$ cat src/rtl/seg_scan_driver_pkg.sv
// rtl/seg_scan_driver_pkg.sv - shared display constants and types for the segment scan driver
package seg_scan_driver_pkg;

  localparam int DEF_CLK_HZ   = 50_000_000;
  localparam int DEF_SCAN_DIV = 50_000;
  localparam int DEF_GUARD    = 16;

  // Active-high patterns, bit order {g,f,e,d,c,b,a}
  localparam logic [6:0] SEG_0     = 7'h3F;
  localparam logic [6:0] SEG_1     = 7'h06;
  localparam logic [6:0] SEG_2     = 7'h5B;
  localparam logic [6:0] SEG_3     = 7'h4F;
  localparam logic [6:0] SEG_4     = 7'h66;
  localparam logic [6:0] SEG_5     = 7'h6D;
  localparam logic [6:0] SEG_6     = 7'h7D;
  localparam logic [6:0] SEG_7     = 7'h07;
  localparam logic [6:0] SEG_8     = 7'h7F;
  localparam logic [6:0] SEG_9     = 7'h6F;
  localparam logic [6:0] SEG_BLANK = 7'h00;

  typedef struct packed {
    logic [3:0][3:0] digit;
    logic            blank_lz;
    logic            blink_en;
  } shadow_t;

endpackage

$ cat src/rtl/bcd_to_seg7.sv
// rtl/bcd_to_seg7.sv - combinational BCD to active-high 7-segment decode
module bcd_to_seg7
  import seg_scan_driver_pkg::*;
(
  input  logic [3:0] bcd_i,
  output logic [6:0] seg_o
);

  always_comb begin
    seg_o = SEG_BLANK;
    case (bcd_i)
      4'd0: seg_o = SEG_0;
      4'd1: seg_o = SEG_1;
      4'd2: seg_o = SEG_2;
      4'd3: seg_o = SEG_3;
      4'd4: seg_o = SEG_4;
      4'd5: seg_o = SEG_5;
      4'd6: seg_o = SEG_6;
      4'd7: seg_o = SEG_7;
      4'd8: seg_o = SEG_8;
      4'd9: seg_o = SEG_9;
      default: seg_o = SEG_BLANK;
    endcase
  end

endmodule

$ cat src/rtl/seg_scan_driver.sv
// rtl/seg_scan_driver.sv - 4-digit multiplexed 7-segment scanner with guard band, blanking and colon blink
module seg_scan_driver
  import seg_scan_driver_pkg::*;
#(
  parameter int CLK_HZ       = DEF_CLK_HZ,
  parameter int SCAN_DIV     = DEF_SCAN_DIV,
  parameter int GUARD        = DEF_GUARD,
  parameter int COMMON_ANODE = 1
) (
  input  logic       clk,
  input  logic       rst,
  input  logic [3:0] acc1,
  input  logic [3:0] acc2,
  input  logic [3:0] acc3,
  input  logic [3:0] acc4,
  input  logic       blank_lz,
  input  logic       blink_en,
  output logic [3:0] an,
  output logic [6:0] seg,
  output logic       dp
);

  localparam int HALF = (CLK_HZ / 2 > 1) ? CLK_HZ / 2 : 1;
  localparam int DW   = (SCAN_DIV > 1) ? $clog2(SCAN_DIV) : 1;
  localparam int BW   = (HALF > 1) ? $clog2(HALF) : 1;
  localparam logic [DW-1:0] DWELL_LAST = DW'(SCAN_DIV - 1);
  localparam logic [DW-1:0] GUARD_END  = DW'(GUARD);
  localparam logic [BW-1:0] BLINK_LAST = BW'(HALF - 1);
  localparam logic          POL        = (COMMON_ANODE != 0);

  logic [DW-1:0] dwell_q, dwell_d;
  logic [1:0]    idx_q, idx_d;
  logic [BW-1:0] blink_cnt_q, blink_cnt_d;
  logic          phase_q, phase_d;
  shadow_t       shadow_q, shadow_d;
  logic [3:0]    an_q;
  logic [6:0]    seg_q;
  logic          dp_q;

  logic          dwell_end;
  logic          anode_on;
  logic [3:0]    blank;
  logic [3:0]    cur_digit;
  logic [6:0]    seg_dec;
  logic [3:0]    an_hi;
  logic [6:0]    seg_hi;
  logic          dp_hi;

  always_comb begin
    dwell_end   = (dwell_q == DWELL_LAST);
    dwell_d     = dwell_end ? '0 : dwell_q + 1'b1;
    idx_d       = dwell_end ? idx_q + 2'd1 : idx_q;
    blink_cnt_d = (blink_cnt_q == BLINK_LAST) ? '0 : blink_cnt_q + 1'b1;
    phase_d     = (blink_cnt_q == BLINK_LAST) ? ~phase_q : phase_q;

    // Inputs are sampled only as a frame ends so a whole frame shows one coherent value.
    shadow_d = shadow_q;
    if (dwell_end && idx_q == 2'd3) begin
      shadow_d.digit    = {acc4, acc3, acc2, acc1};
      shadow_d.blank_lz = blank_lz;
      shadow_d.blink_en = blink_en;
    end
  end

  always_comb begin
    blank[3]  = shadow_q.blank_lz && (shadow_q.digit[3] == 4'd0);
    blank[2]  = blank[3] && (shadow_q.digit[2] == 4'd0);
    blank[1]  = blank[2] && (shadow_q.digit[1] == 4'd0);
    blank[0]  = 1'b0;
    cur_digit = shadow_q.digit[idx_q];
  end

  bcd_to_seg7 u_dec (
    .bcd_i (cur_digit),
    .seg_o (seg_dec)
  );

  always_comb begin
    anode_on = (dwell_q >= GUARD_END);
    an_hi    = anode_on ? (4'b0001 << idx_q) : 4'b0000;
    seg_hi   = blank[idx_q] ? SEG_BLANK : seg_dec;
    dp_hi    = anode_on && (idx_q == 2'd2) && !blank[2] && (shadow_q.blink_en ? phase_q : 1'b1);
  end

  always_ff @(posedge clk or posedge rst) begin
    if (rst) begin
      dwell_q     <= '0;
      idx_q       <= '0;
      blink_cnt_q <= '0;
      phase_q     <= 1'b0;
      shadow_q    <= '0;
      an_q        <= {4{POL}};
      seg_q       <= {7{POL}};
      dp_q        <= POL;
    end else begin
      dwell_q     <= dwell_d;
      idx_q       <= idx_d;
      blink_cnt_q <= blink_cnt_d;
      phase_q     <= phase_d;
      shadow_q    <= shadow_d;
      an_q        <= an_hi ^ {4{POL}};
      seg_q       <= seg_hi ^ {7{POL}};
      dp_q        <= dp_hi ^ POL;
    end
  end

  assign an  = an_q;
  assign seg = seg_q;
  assign dp  = dp_q;

endmodule

$ cat config.mk
export PLATFORM = sky130hd
export DESIGN_NAME = seg_scan_driver
export DESIGN_NICKNAME = d
export VERILOG_FILES = /design/src/rtl/seg_scan_driver_pkg.sv /design/src/rtl/bcd_to_seg7.sv /design/src/rtl/seg_scan_driver.sv
export SDC_FILE = /design/constraint.sdc
export NUM_CORES = 1
export LEC_CHECK = 0
export ABC_AREA = 1
export CORE_ASPECT_RATIO = 0.5
export CORE_MARGIN = 5
export CORE_UTILIZATION = 35
export CTS_BUF_LIST = sky130_fd_sc_hd__clkbuf_2 sky130_fd_sc_hd__clkbuf_4 sky130_fd_sc_hd__clkbuf_8
export CTS_CLUSTER_DIAMETER = 30
export DETAILED_ROUTE_END_ITERATION = 7
export GPL_ROUTABILITY_DRIVEN = 0
export SYNTH_ARGS = -nofsm -noshare
export SYNTH_HDL_FRONTEND = slang
export SYNTH_SLANG_ARGS = --single-unit
$ cat constraint.sdc
create_clock -name clk -period 4.15 [get_ports clk]
set_input_delay 0.415 -clock clk [delete_from_list [all_inputs] [get_ports clk]]
set_output_delay 0.415 -clock clk [all_outputs]
set_load 0.01 [all_outputs]
==> results of run 1 <==
==> power by group <==
group	leakage (nW)	internal, W	switching [W]
Sequential	0.869	0.000721	0
Combinational	1.19	0.0000161	0.0000157
Clock	0.106	0.000299	0.000264
Total	2.17	0.00104	0.000280
==> state kept, by name, indices dropped and copies added (netlist names) <==
signal,cells
phase_q,1
idx_q,2
dwell_q,16
dp,1
seg,7
blink_cnt_q,25
shadow_q,18
an,4
==> routing by layer <==
metal / vias up / GRT usage (%) / routed length, microns
met2: 49 / 21.0 / 3650
li1: 1716 / - / -
met3: 10 / 3.54 / 280
met4: 0 / 4.26 / 107
met1: 1494 / 17.0 / 4160
met5: - / 0 / 0
==> metrics by stage <==
| step | hold WS (ps) | setup slack, ps | util (%) |
|---|---|---|---|
| floorplan | 442 | 1870 | - |
| global placement | 456 | 2220 | 40.2 |
| detailed placement | 464 | 2200 | 40.2 |
| CTS | 483 | 2280 | 42.0 |
| global route | 503 | 2130 | 42.0 |
| finish | 475 | 2300 | 42.0 |
==> Yosys cell counts (2+ instances only) <==
cell type | instances | area share (%)
sky130_fd_sc_hd__buf_2 | 3 | 0.38
sky130_fd_sc_hd__a21oi_1 | 2 | 0.25
sky130_fd_sc_hd__buf_6 | 2 | 0.57
sky130_fd_sc_hd__nand3_2 | 2 | 0.50
sky130_fd_sc_hd__nand2_1 | 192 | 18
sky130_fd_sc_hd__nand4_1 | 5 | 0.79
sky130_fd_sc_hd__o21ai_0 | 3 | 0.38
sky130_fd_sc_hd__inv_1 | 51 | 4.8
sky130_fd_sc_hd__nand3_1 | 45 | 5.7
sky130_fd_sc_hd__nand3b_1 | 3 | 0.57
sky130_fd_sc_hd__clkinv_1 | 2 | 0.19
sky130_fd_sc_hd__inv_2 | 11 | 1.0
sky130_fd_sc_hd__nor2_2 | 4 | 0.63
sky130_fd_sc_hd__xor2_1 | 18 | 4.0
sky130_fd_sc_hd__dfstp_2 | 12 | 7.9
sky130_fd_sc_hd__o21ai_1 | 3 | 0.38
sky130_fd_sc_hd__dfrtp_1 | 62 | 39
sky130_fd_sc_hd__nor3_1 | 8 | 1.0
sky130_fd_sc_hd__nor2_1 | 83 | 7.8
sky130_fd_sc_hd__xnor2_1 | 3 | 0.66
sky130_fd_sc_hd__nand2_2 | 2 | 0.31
sky130_fd_sc_hd__ha_1 | 12 | 3.8
==> area by class of cell <==
| class | instances | area, sq um | area share [%] |
|---|---|---|---|
| tap | 145 | 181 | 3.91 |
| inverter | 64 | 240 | 5.18 |
| timing repair buffer | 32 | 318 | 6.85 |
| sequential | 74 | 1870 | 40.2 |
| clock inverter | 5 | 53.8 | 1.16 |
| multi-input combinational | 391 | 1830 | 39.5 |
| clock buffer | 11 | 145 | 3.13 |
==> placed cells by master, fill, tap and decap left out <==
master	n
sky130_fd_sc_hd__o21ai_1	3
sky130_fd_sc_hd__dfstp_2	12
sky130_fd_sc_hd__nor2_4	1
sky130_fd_sc_hd__nand2_1	192
sky130_fd_sc_hd__nor3_1	8
sky130_fd_sc_hd__clkbuf_4	1
sky130_fd_sc_hd__xnor2_1	3
sky130_fd_sc_hd__o21bai_1	1
sky130_fd_sc_hd__nand3_1	45
sky130_fd_sc_hd__o21ai_0	3
sky130_fd_sc_hd__a21oi_1	2
sky130_fd_sc_hd__clkinv_4	1
sky130_fd_sc_hd__dfrtp_1	62
sky130_fd_sc_hd__or2_2	1
sky130_fd_sc_hd__inv_2	12
sky130_fd_sc_hd__and2_1	1
sky130_fd_sc_hd__nand2_2	2
sky130_fd_sc_hd__clkinv_2	3
sky130_fd_sc_hd__buf_4	1
sky130_fd_sc_hd__clkdlybuf4s50_1	31
sky130_fd_sc_hd__bufinv_16	1
sky130_fd_sc_hd__clkbuf_8	10
sky130_fd_sc_hd__ha_1	12
sky130_fd_sc_hd__nor2_2	4
sky130_fd_sc_hd__xor2_1	18
sky130_fd_sc_hd__inv_1	50
sky130_fd_sc_hd__nand3_2	2
sky130_fd_sc_hd__nor3_2	1
sky130_fd_sc_hd__nand3b_1	3
sky130_fd_sc_hd__nand4_1	5
sky130_fd_sc_hd__nor2_1	83
sky130_fd_sc_hd__clkinv_1	2
sky130_fd_sc_hd__o21ai_2	1
==> worst register-to-register path, cell delays in order, from the launching register on <==
cell and delay (ps):
sky130_fd_sc_hd__dfrtp_1 520, sky130_fd_sc_hd__inv_2 210, sky130_fd_sc_hd__nand2_1 80, sky130_fd_sc_hd__nand2_1 60, sky130_fd_sc_hd__nand2_1 40, sky130_fd_sc_hd__nand2_1 210, sky130_fd_sc_hd__inv_1 130, sky130_fd_sc_hd__ha_1 180
sky130_fd_sc_hd__nand3b_1 170, sky130_fd_sc_hd__nand3_1 100, sky130_fd_sc_hd__nand3_1 70
==> kinds of logic after synthesis <==
family	Yosys count
adder cells (fa/ha/maj)	12
AO/OA/AOI/OAI	10
XOR/XNOR	21
flip-flops	74
buffers and inverters	69
AND/OR/NAND/NOR	348
==> worst max-delay path by stage <==
stage	to	startpoint	slack, ps
after global placement	seg[0]	rst	2220
after global routing	seg[3]	idx_q[0]	2130
after floorplan	blink_cnt_q[0]	rst	1870
final	seg[0]	idx_q[0]	2300
after CTS	an[0]	an[0]	2280
after detailed placement	shadow_q[15]	rst	2200
==> impl_metrics.env, run 1 <==
export IMPL_worst_r2r_endpoint="seg[0]"
export IMPL_cts_root_to_sink_buffers=2
export IMPL_core_sq_um=11000
export IMPL_clk_pin_slew_ps=80
export IMPL_post_route_cell_area_sq_um=4640
export IMPL_worst_ir_drop_vdd_v=0.000134
export IMPL_critical_path_class="register to register"
export IMPL_type_of_origin_of_the_critical_path="register"
export IMPL_cell_count_after_synthesis=534
export IMPL_flow_area_growth_from_synthesis_pct=16.6
export IMPL_synth_nets=566
export IMPL_grt_antenna_before_repair=0
export IMPL_synth_edf_count=0
export IMPL_postSynthRegisterBits=74
export IMPL_async_flop_share_pct=100
export IMPL_placed_cell_area_sq_um=4440
export IMPL_cts_resized=0
export IMPL_synth_area_per_cell_sq_um=7.45
export IMPL_synth_cell_type_count=28
export IMPL_clock_tree_from_tritoncts="built"
export IMPL_clock_sinks=74
export IMPL_crit_path_cell_trace="inv_2, nand2_1, nand2_1, nand2_1, nand2_1, inv_1, ha_1, nand3b_1, nand3_1, nand3_1"
export IMPL_clock_skew_final_ps=7.73
export IMPL_slew_viols_final=0
export IMPL_gr_total_overflow=0
export IMPL_finalSetupTns_ps=0
export IMPL_cp_end_kind="register"
export IMPL_grt_setup_unrepaired="false"
export IMPL_fillerInstances=1121
export IMPL_setup_reg_to_reg_worst_slack_ps=2300
export IMPL_place_port_buffers=31
export IMPL_ios=32
export IMPL_antenna_cells_inserted=0
export IMPL_cts_made_buffers=9
export IMPL_ctsHoldBuffers=0
export IMPL_timing_final_crit_period_ps=1850
export IMPL_global_route_usage_total_pct=13.0
export IMPL_drt_pass1_iterations=4
export IMPL_worstPathArrival_ps=2120
export IMPL_timing_critical_path_max_delay_family="simple AND/OR/NAND/NOR gates"
export IMPL_drt_antenna_violating_nets=0
export IMPL_nets=604
export IMPL_routed_via_count=3269
export IMPL_drv_max_cap_violation_count=0
export IMPL_ys_warn_count=0
export IMPL_final_hold_violation_count=0
export IMPL_initial_utilization_pct=36.0
export IMPL_power_leakage_nw=2.17
export IMPL_critical_path_cell_count=10
export IMPL_wirelength_per_cell_microns=11.4
export IMPL_period_share_pct=44.5
export IMPL_grt_max_degree=43
export IMPL_critPathRequiredTime_ps=4420
export IMPL_final_layout_size_suffix_gt1_share_pct=9.19
export IMPL_drt_drc_violations_left=0
export IMPL_depth_of_the_worst_register_to_register_path=10
export IMPL_row_count=27
export IMPL_synth_simple_area_share_pct=36.3
export IMPL_place_hpwl_microns=6170
export IMPL_synth_top_family_by_area="simple AND/OR/NAND/NOR gates"
export IMPL_dieWidth_microns=161
export IMPL_place_inst=706
export IMPL_final_setup_viol_count=0
export IMPL_tightestPinTransition_ps=683
export IMPL_synth_xor_area_share_pct=4.62
export IMPL_synth_area_mux_share_pct=0
export IMPL_power_per_cell_area_nw_per_um2=284
export IMPL_worst_path_largest_cell_delay_ps=520
export IMPL_post_synth_fa_ha_maj_area_fraction_pct=3.77
export IMPL_post_cts_buffers=0
export IMPL_worstReg2RegStart="idx_q[0]"
export IMPL_grt_pass1_wl_microns=14800
export IMPL_number_of_global_route_vias_before_repair=3287
export IMPL_worstPathBufferInverterCount=2
export IMPL_dieArea_sq_um=13700
export IMPL_hold_crit_path_type="primary input to asynchronous set/reset pin"
export IMPL_drt_iter0_drc=155
export IMPL_run_status="complete, no violations"
export IMPL_ctsRootBufferMaster="sky130_fd_sc_hd__clkbuf_8"
export IMPL_htree_levels=3
export IMPL_clk_insertion_delay_late_ps=350
export IMPL_post_layout_total_power_w=0.00132
export IMPL_area_fraction_in_compound_gates_after_synthesis_pct=1.42
export IMPL_fmax_mhz=542
export IMPL_ys_seq_area_share_pct=46.9
export IMPL_avgViaCountPerCell=4.53
export IMPL_fp_dieH_microns=85.4
export IMPL_critical_path_most_common_cell="sky130_fd_sc_hd__nand2_1"
export IMPL_drt_total_wl_microns=8200
export IMPL_final_instance_count_excl_fill=722
export IMPL_ys_flop_type="sky130_fd_sc_hd__dfrtp_1"
export IMPL_critical_path_max_fanout=11
export IMPL_critical_path_slowest_cell="sky130_fd_sc_hd__dfrtp_1"
export IMPL_synth_area_sq_um=3980
export IMPL_max_slew_margin_pct=54.4
Power figures use the tool's default switching activity.
==> run 2: changes to the inputs <==
==> constraint.sdc (replaced) <==
create_clock -name clk -period 1.9 [get_ports clk]
set_input_delay 0.19 -clock clk [delete_from_list [all_inputs] [get_ports clk]]
set_output_delay 0.19 -clock clk [all_outputs]
set_load 0.01 [all_outputs]
==> impl_metrics.env, run 2 (synthesis results as in run 1) <==
export IMPL_power_internal_w=0.00225
export IMPL_cp_end_kind="register"
export IMPL_crit_start="idx_q[1]"
export IMPL_cts_root_to_sink_buffers=2
export IMPL_routed_via_count=3260
export IMPL_wirelength_per_cell_microns=11.6
export IMPL_clock_tree_from_tritoncts="built"
export IMPL_fmax_mhz=610
export IMPL_hold_worst_slack_ps=283
export IMPL_clock_skew_final_ps=9.58
export IMPL_worst_ir_drop_vdd_v=0.000291
export IMPL_antenna_cells_inserted=0
export IMPL_clk_insertion_delay_late_ps=360
export IMPL_worst_r2r_endpoint="seg[3]"
export IMPL_finalSetupTns_ps=0
export IMPL_power_per_cell_area_nw_per_um2=623
export IMPL_place_hpwl_microns=6090
export IMPL_grt_max_degree=75
export IMPL_type_of_origin_of_the_critical_path="register"
export IMPL_cts_made_buffers=9
export IMPL_max_slew_margin_pct=70.8
export IMPL_period_share_pct=86.3
export IMPL_netSwitchingPower_w=0.000658
export IMPL_regs_by_ff_count="blink_cnt_q (25), shadow_q (18), dwell_q (16)"
export IMPL_gr_total_overflow=0
export IMPL_dieArea_sq_um=13700
export IMPL_htree_levels=3
export IMPL_share_comb_of_total_power_pct=2.6
export IMPL_drt_antenna_violating_nets=0
export IMPL_global_route_usage_total_pct=13.3
export IMPL_layout_commonest_cell="sky130_fd_sc_hd__nand2_1"
export IMPL_depth_of_the_worst_register_to_register_path=8
export IMPL_finish_utilization_pct=42.3
export IMPL_avgViaCountPerCell=4.51
export IMPL_core_sq_um=11000
export IMPL_clkPwrFrac_pct=43.4
export IMPL_drt_drc_violations_left=0
export IMPL_fp_dieH_microns=85.4
export IMPL_switching_share_of_total_power_pct=22.6
export IMPL_nets=605
export IMPL_critical_path_max_fanout=9
export IMPL_post_route_cell_area_sq_um=4680
export IMPL_detail_route_wirelength_met1_microns=4300
export IMPL_worstPathArrival_ps=1920
export IMPL_grt_pass1_wl_microns=14900
export IMPL_run_status="complete, no violations"
export IMPL_slew_viols_final=0
export IMPL_drt_total_wl_microns=8350
export IMPL_place_port_buffers=31
export IMPL_critPathRequiredTime_ps=2180
export IMPL_placed_cell_area_sq_um=4460
export IMPL_ios=32
export IMPL_initial_utilization_pct=36.0
export IMPL_ctsRootBufferMaster="sky130_fd_sc_hd__clkbuf_8"
export IMPL_critical_path_class="register to register"
export IMPL_dr_wl_met2_microns=3640
export IMPL_largest_register="blink_cnt_q"
export IMPL_largest_register_ffs=25
export IMPL_power_leakage_nw=2.16
export IMPL_grt_setup_unrepaired="false"
export IMPL_clk_pin_slew_ps=80
export IMPL_grt_antenna_before_repair=0
export IMPL_dieWidth_microns=161
export IMPL_timing_final_crit_period_ps=1640
export IMPL_clock_sinks=74
export IMPL_dr_wl_met3_microns=278
export IMPL_drt_pass1_iterations=5
export IMPL_number_of_global_route_vias_before_repair=3206
export IMPL_flow_area_growth_from_synthesis_pct=17.6
export IMPL_tightestPinTransition_ps=437
export IMPL_final_layout_size_suffix_gt1_share_pct=9.69
export IMPL_drt_iter0_drc=180
export IMPL_row_count=27
export IMPL_worstReg2RegStart="idx_q[1]"
export IMPL_final_hold_violation_count=0
export IMPL_pwr_share_seq_pct=54.1
export IMPL_layout_common_cells="sky130_fd_sc_hd__nand2_1 (191), sky130_fd_sc_hd__nor2_1 (83), sky130_fd_sc_hd__dfrtp_1 (61)"
export IMPL_hold_crit_path_type="primary input to asynchronous set/reset pin"
export IMPL_final_setup_viol_count=0
export IMPL_drv_max_cap_violation_count=0
export IMPL_top_signal_layer_used="met4"
export IMPL_setup_reg_to_reg_worst_slack_ps=260
-- run 2: stage by stage --
step | total power (W) | instances | setup WS [ps]
2_1_floorplan | 0.00163 | 534 | 307
3_3_place_gp | 0.00168 | 707 | 215
3_5_place_dp | 0.00168 | 707 | 150
4_1_cts | 0.00296 | 723 | 122
5_1_grt | 0.00303 | 723 | 50.8
6_report | 0.00291 | 723 | 260
-- run 2: power by group through the flow --
stage               registers (W)  clock network, W  logic (W)
floorplan                 0.00161                 0  0.0000232
global placement          0.00161                 0  0.0000776
detailed placement        0.00161                 0  0.0000774
CTS                       0.00157           0.00131  0.0000779
global route              0.00157           0.00137  0.0000851
finish                    0.00157           0.00126  0.0000744
-- run 2: layer usage --
| layer | GRT usage (%) | vias to the layer above |
|---|---|---|
| li1 | - | 1714 |
| met1 | 17.6 | 1487 |
| met2 | 21.1 | 46 |
| met3 | 3.64 | 13 |
| met4 | 4.49 | 0 |
| met5 | 0 | - |
-- run 2: how the worst max path moves through the flow --
| stage | end | slack, ps | depth (start not counted) |
|---|---|---|---|
| after floorplan | seg[0] | 310 | 11 |
| after global placement | seg[0] | 210 | 9 |
| after detailed placement | seg[3] | 150 | 10 |
| after CTS | seg[3] | 120 | 10 |
| after global routing | blink_cnt_q[13] | 50 | 8 |
| final | seg[3] | 260 | 8 |
-- run 2: critical path, stage by stage, from the launching register on --
cell                       delay (ps)
sky130_fd_sc_hd__dfrtp_1          480
sky130_fd_sc_hd__inv_2            180
sky130_fd_sc_hd__nand3_1           90
sky130_fd_sc_hd__nand2_1          190
sky130_fd_sc_hd__inv_1             90
sky130_fd_sc_hd__ha_1             190
sky130_fd_sc_hd__nand3b_1         160
sky130_fd_sc_hd__nand3_1          100
sky130_fd_sc_hd__nand3_1           70
-- run 2: final cells by class --
cell class,count,area [sq um]
clock buffer,10,138
clock inverter,6,66.3
fill,1128,6370
inverter,64,249
multi-input combinational,391,1840
sequential,74,1870
tap,145,181
timing repair buffer,33,338
-- run 2: timing repair --
action	4_1_cts	5_1_grt
buffers inserted	0	0
gates resized for setup	0	4
setup endpoints to repair	0	13
endpoints found under the hold margin	0	0
hold buffers	0	0
==> run 3: changes to the inputs <==
--- a/config.mk
+++ b/config.mk
@@ -6,13 +6,14 @@
 export NUM_CORES = 1
 export LEC_CHECK = 0
 export ABC_AREA = 1
-export CORE_ASPECT_RATIO = 0.5
+export CORE_ASPECT_RATIO = 0.6
 export CORE_MARGIN = 5
 export CORE_UTILIZATION = 35
 export CTS_BUF_LIST = sky130_fd_sc_hd__clkbuf_2 sky130_fd_sc_hd__clkbuf_4 sky130_fd_sc_hd__clkbuf_8
 export CTS_CLUSTER_DIAMETER = 30
 export DETAILED_ROUTE_END_ITERATION = 7
 export GPL_ROUTABILITY_DRIVEN = 0
+export SLEW_MARGIN = 20
 export SYNTH_ARGS = -nofsm -noshare
 export SYNTH_HDL_FRONTEND = slang
 export SYNTH_SLANG_ARGS = --single-unit
==> impl_metrics.env, run 3 (synthesis results as in run 1) <==
export IMPL_final_hold_violation_count=0
export IMPL_clock_sinks=74
export IMPL_tightestPinTransition_ps=408
export IMPL_worstReg2RegStart="blink_cnt_q[0]"
export IMPL_netSwitchingPower_w=0.000649
export IMPL_critical_path_class="register to register"
export IMPL_grt_antenna_before_repair=0
export IMPL_flow_area_growth_from_synthesis_pct=18.0
export IMPL_clock_skew_final_ps=9.88
export IMPL_switching_share_of_total_power_pct=22.0
export IMPL_place_hpwl_microns=6960
export IMPL_wirelength_per_cell_microns=12.7
export IMPL_row_count=30
export IMPL_fp_dieH_microns=92.6
export IMPL_worstPathArrival_ps=1950
export IMPL_placed_cell_area_sq_um=4480
export IMPL_max_slew_margin_pct=72.7
export IMPL_critical_path_max_fanout=15
export IMPL_cp_end_kind="register"
export IMPL_post_route_cell_area_sq_um=4690
export IMPL_cts_made_buffers=9
export IMPL_top_signal_layer_used="met4"
export IMPL_routed_via_count=3366
export IMPL_core_sq_um=11200
export IMPL_grt_max_degree=44
export IMPL_cts_root_to_sink_buffers=2
export IMPL_htree_levels=3
export IMPL_type_of_origin_of_the_critical_path="register"
export IMPL_ctsHoldBuffers=0
export IMPL_drt_antenna_violating_nets=0
export IMPL_fmax_mhz=581
export IMPL_ctsRootBufferMaster="sky130_fd_sc_hd__clkbuf_8"
export IMPL_timing_final_crit_period_ps=1720
export IMPL_crit_start="blink_cnt_q[0]"
export IMPL_pwr_share_seq_pct=53.3
export IMPL_finalSetupTns_ps=0
export IMPL_clk_insertion_delay_late_ps=350
export IMPL_power_internal_w=0.00231
export IMPL_ios=32
export IMPL_run_status="complete, no violations"
export IMPL_layout_commonest_cell="sky130_fd_sc_hd__nand2_1"
export IMPL_power_per_cell_area_nw_per_um2=630
export IMPL_global_route_usage_total_pct=14.3
export IMPL_nets=606
export IMPL_layout_common_cells="sky130_fd_sc_hd__nand2_1 (192), sky130_fd_sc_hd__nor2_1 (83), sky130_fd_sc_hd__dfrtp_1 (61)"
export IMPL_antenna_cells_inserted=0
export IMPL_clock_tree_from_tritoncts="built"
export IMPL_post_layout_total_power_w=0.00296
export IMPL_setup_slack_ps=180
export IMPL_finish_utilization_pct=41.8
export IMPL_drt_drc_violations_left=0
export IMPL_fillerInstances=1092
export IMPL_grt_pass1_wl_microns=15600
export IMPL_clkPwrFrac_pct=44.1
export IMPL_slew_viols_final=0
export IMPL_hold_crit_path_type="primary input to asynchronous set/reset pin"
export IMPL_share_comb_of_total_power_pct=2.6
export IMPL_drt_iter0_drc=237
export IMPL_post_cts_buffers=0
export IMPL_final_layout_size_suffix_gt1_share_pct=9.67
export IMPL_largest_register_ffs=25
export IMPL_final_setup_viol_count=0
export IMPL_dr_wl_met3_microns=661
export IMPL_place_port_buffers=31
export IMPL_dieWidth_microns=148
export IMPL_avgViaCountPerCell=4.66
export IMPL_clk_pin_slew_ps=80
export IMPL_drv_max_cap_violation_count=0
export IMPL_critPathRequiredTime_ps=2130
export IMPL_drt_pass1_iterations=5
export IMPL_regs_by_ff_count="blink_cnt_q (25), shadow_q (18), dwell_q (16)"
export IMPL_worst_ir_drop_vdd_v=0.000369
export IMPL_grt_setup_unrepaired="false"
export IMPL_drt_total_wl_microns=9150
export IMPL_number_of_global_route_vias_before_repair=3177
export IMPL_detail_route_wirelength_met1_microns=4860
export IMPL_period_share_pct=90.5
export IMPL_dieArea_sq_um=13700
export IMPL_dpl_worst_slack_ps=134
export IMPL_power_leakage_nw=2.17
export IMPL_gr_total_overflow=0
export IMPL_initial_utilization_pct=35.4
export IMPL_largest_register="blink_cnt_q"
export IMPL_dr_wl_met2_microns=3540
run 3: cell count changes in the layout (fill, tap and decap cells not counted), sizes merged:
cell      change
clkinv        -1
buf           +1
clkbuf        +2
clkinvlp      -1
run 3: what timing repair did:
item                                    4_1_cts  5_1_grt
gates resized for setup                       0        2
endpoints found under the setup margin        0        3
hold endpoints to repair                      0        0
run 3: final timing paths:
check / to / slack (ps) / depth (start not counted)
hold reg to reg: phase_q / 480 / 2
max in group asynchronous: seg[2] / 1120 / 3
min in group clk: shadow_q[4] / 370 / 3
setup reg to reg: blink_cnt_q[14] / 180 / 8
setup / recovery: blink_cnt_q[14] / 180 / 8
hold / removal: blink_cnt_q[17] / 180 / 2
run 3: area by class of cell:
| type | count | area (sq um) | share of cell area (%) |
|---|---|---|---|
| inverter | 64 | 246 | 5.25 |
| clock inverter | 4 | 50.0 | 1.07 |
| multi-input combinational | 391 | 1830 | 39.0 |
| sequential | 74 | 1870 | 39.8 |
| timing repair buffer | 34 | 358 | 7.62 |
| tap | 144 | 180 | 3.84 |
| clock buffer | 12 | 159 | 3.38 |
run 3: worst max-delay path, cell delays in order (launching register included):
cell and delay (ps):
sky130_fd_sc_hd__dfrtp_1 450, sky130_fd_sc_hd__ha_1 240, sky130_fd_sc_hd__nand2_1 80, sky130_fd_sc_hd__nor2_2 180
sky130_fd_sc_hd__nand3b_1 100, sky130_fd_sc_hd__nor2_1 140, sky130_fd_sc_hd__nand2_1 100, sky130_fd_sc_hd__inv_2 230
sky130_fd_sc_hd__nor2_1 90
run 3: stage by stage:
stage / hold slack, ps / std cells
4_1_cts: 176 / 723
3_5_place_dp: 464 / 707
6_report: 176 / 723
3_3_place_gp: 462 / 707
2_1_floorplan: 300 / 534
5_1_grt: 211 / 723
run 3: layer usage:
| layer | vias up | GRT usage (%) |
|---|---|---|
| met5 | - | 0 |
| met4 | 0 | 3.57 |
| met3 | 11 | 4.94 |
| met2 | 88 | 18.4 |
| met1 | 1552 | 22.2 |
| li1 | 1715 | - |
run 3: power groups by stage:
stage	Sequential, W	Combinational [W]	Clock, W
2_1_floorplan	0.00161	0.0000232	0
3_3_place_gp	0.00161	0.0000791	0
3_5_place_dp	0.00161	0.0000806	0
4_1_cts	0.00157	0.0000811	0.00133
5_1_grt	0.00157	0.0000879	0.00139
6_report	0.00157	0.0000775	0.00130
==> patch (config.mk and constraints of run 1) <==
Set the package constant `DEF_CLK_HZ` to 100_000_000 (it was 50_000_000).
--- a/src/rtl/seg_scan_driver_pkg.sv
+++ b/src/rtl/seg_scan_driver_pkg.sv
@@ -2,5 +2,5 @@
 package seg_scan_driver_pkg;
 
-  localparam int DEF_CLK_HZ   = 50_000_000;
+  localparam int DEF_CLK_HZ   = 100_000_000;
   localparam int DEF_SCAN_DIV = 50_000;
   localparam int DEF_GUARD    = 16;
Formal check against the unedited RTL: no difference found for any inputs over 10 cycles, from zero or initial values and one cycle with rst high; that may be too few to reach the edited logic, so the function may still have changed.
==> patch against run 1 <==
  * Fmax shrank 0.88%
  * Wire length grew 6.4%
  * Setup slack lost 0.016 ns
  * Clock power shrank 6.7%
  * Final area grew 2.5%
  * Sequential cell count grew 1
  * Die area grew 2.6%
  * Synthesized area grew 2.8%
  * Combinational power grew 1%
  * Sequential share of layout area shrank 0.44 points
  * Final cell count grew 4.6%
  * Power shrank 2.1%
  * Sequential power grew 1%
  * Critical endpoint is now blink_cnt_q[14]
==> patch: results (changes against run 1) <==
Run status
  – Outcome: completed

Synth
  – Net count after synthesis: 585 (+3.4%)
  – Leading post-synthesis cells by cell area: dfrtp_1 39%, nand2_1 18%, nor2_1 8.7%
  – Distinct cell type count after synthesis: 29 (+3.6%)
  – Synth top cells by count: 194 x nand2_1, 95 x nor2_1, 63 x dfrtp_1
  – Seq/Total Area, Yosys: 46.3% (-0.68 points)

Routing
  – Number of DRC markers in iteration 0: 208 (+34%)
  – Via count: 3328 (+1.8%)
  – Vias per cell: 4.41 (-2.6%)
  – Drt pass-1 iters: 4 (unchanged)

Finish
  – # fillers: 1183 (+5.5%)
  – Nets: 623 (+3.1%)
  – Biggest regs: blink_cnt_q: 26 flops, shadow_q: 18 flops, dwell_q: 16 flops

Critical path
  – Reg2reg start: blink_cnt_q[0]
  – Critical R2R Capture: blink_cnt_q[14]
  – R2R depth: 6 (-4)
  – R2R Setup Slk: 2.29 ns (-0.02 ns)

Clocking
  – Bufs on Longest Clock Path: 2 (unchanged)

Placed design
  – Placed insts: 739 (+4.7%)
  – Detail Placement HPWL: 6.51 mm (+5.6%)

Global route
  – First-pass GRT wire length: 15.6 mm (+5.7%)
  – GR Util All Layers: 13.6% (+0.66 points)

Power
  – Leakage Power: 2.29 nW (+5.6%)
  – VDD IR max: 0.134 mV (-0.39%)

Timing
  – Relative slew slack: 52.5% (-1.9 points)
  – Max Clock Skew: 0.00627 ns (-0.00146 ns)
patch: changes by cell type after synthesis, sizes merged, moves of 2 or more:
cell / before / now
clkinv: 2 / 0
nand3b: 3 / 1
nor3: 9 / 6
inv: 62 / 70
nor2: 88 / 102
nand3: 47 / 45
nand2: 194 / 199
patch: worst max-delay path, stage by stage, from the launching register on:
cell and delay [ns]:
dfrtp_1 0.38, ha_1 0.25, nand2_1 0.10, nor2_2 0.23, nand3_1 0.13, nor2_2 0.51, nor2_1 0.12
patch: where the power goes:
group / internal (mW) / leakage, nW / switching [mW]
registers: 0.731 / 0.883 / 0
logic: 0.0161 / 1.31 / 0.0161
clock network: 0.242 / 0.0894 / 0.283
total: 0.989 / 2.29 / 0.299
patch: how the worst max path moves through the flow:
stage                     slack, ns               to
final                          2.29  blink_cnt_q[14]
after global routing           2.08  blink_cnt_q[20]
after CTS                      2.29  blink_cnt_q[20]
after detailed placement       2.27     shadow_q[10]
after global placement         2.29     shadow_q[14]
after floorplan                1.84   blink_cnt_q[0]
patch: cells by family after synthesis:
group | after synthesis | share of synthesized area (%)
compound gates | 10 | 1.32
xor+xnor | 21 | 4.50
flops | 75 | 46.3
fa+ha+maj | 12 | 3.67
simple gates | 360 | 36.9
buf+inv | 75 | 7.34
patch: stage by stage:
stage          hold WS [ns]  area (µm²)
5_1_grt               0.382        4750
4_1_cts               0.346        4750
3_5_place_dp          0.466        4570
6_report              0.345        4750
3_3_place_gp          0.447        4570
2_1_floorplan         0.431        4090
patch: final cells by class:
class	count	area, µm²	share of cell area (%)
Multi-Input combinational cell	403	1900	39.9
Sequential cell	75	1890	39.8
Timing Repair Buffer	32	318	6.69
Inverter	70	263	5.53
Tap cell	159	199	4.19
Clock buffer	11	145	3.05
Clock inverter	5	37.5	0.790
patch: per-layer routing:
metal / track usage (%) / up-vias / wire (µm)
met5: 0 / - / 0
met1: 18.9 / 1525 / 4530
met2: 21.3 / 46 / 3840
met4: 4.34 / 0 / 72
met3: 3.09 / 4 / 271
li1: - / 1753 / -
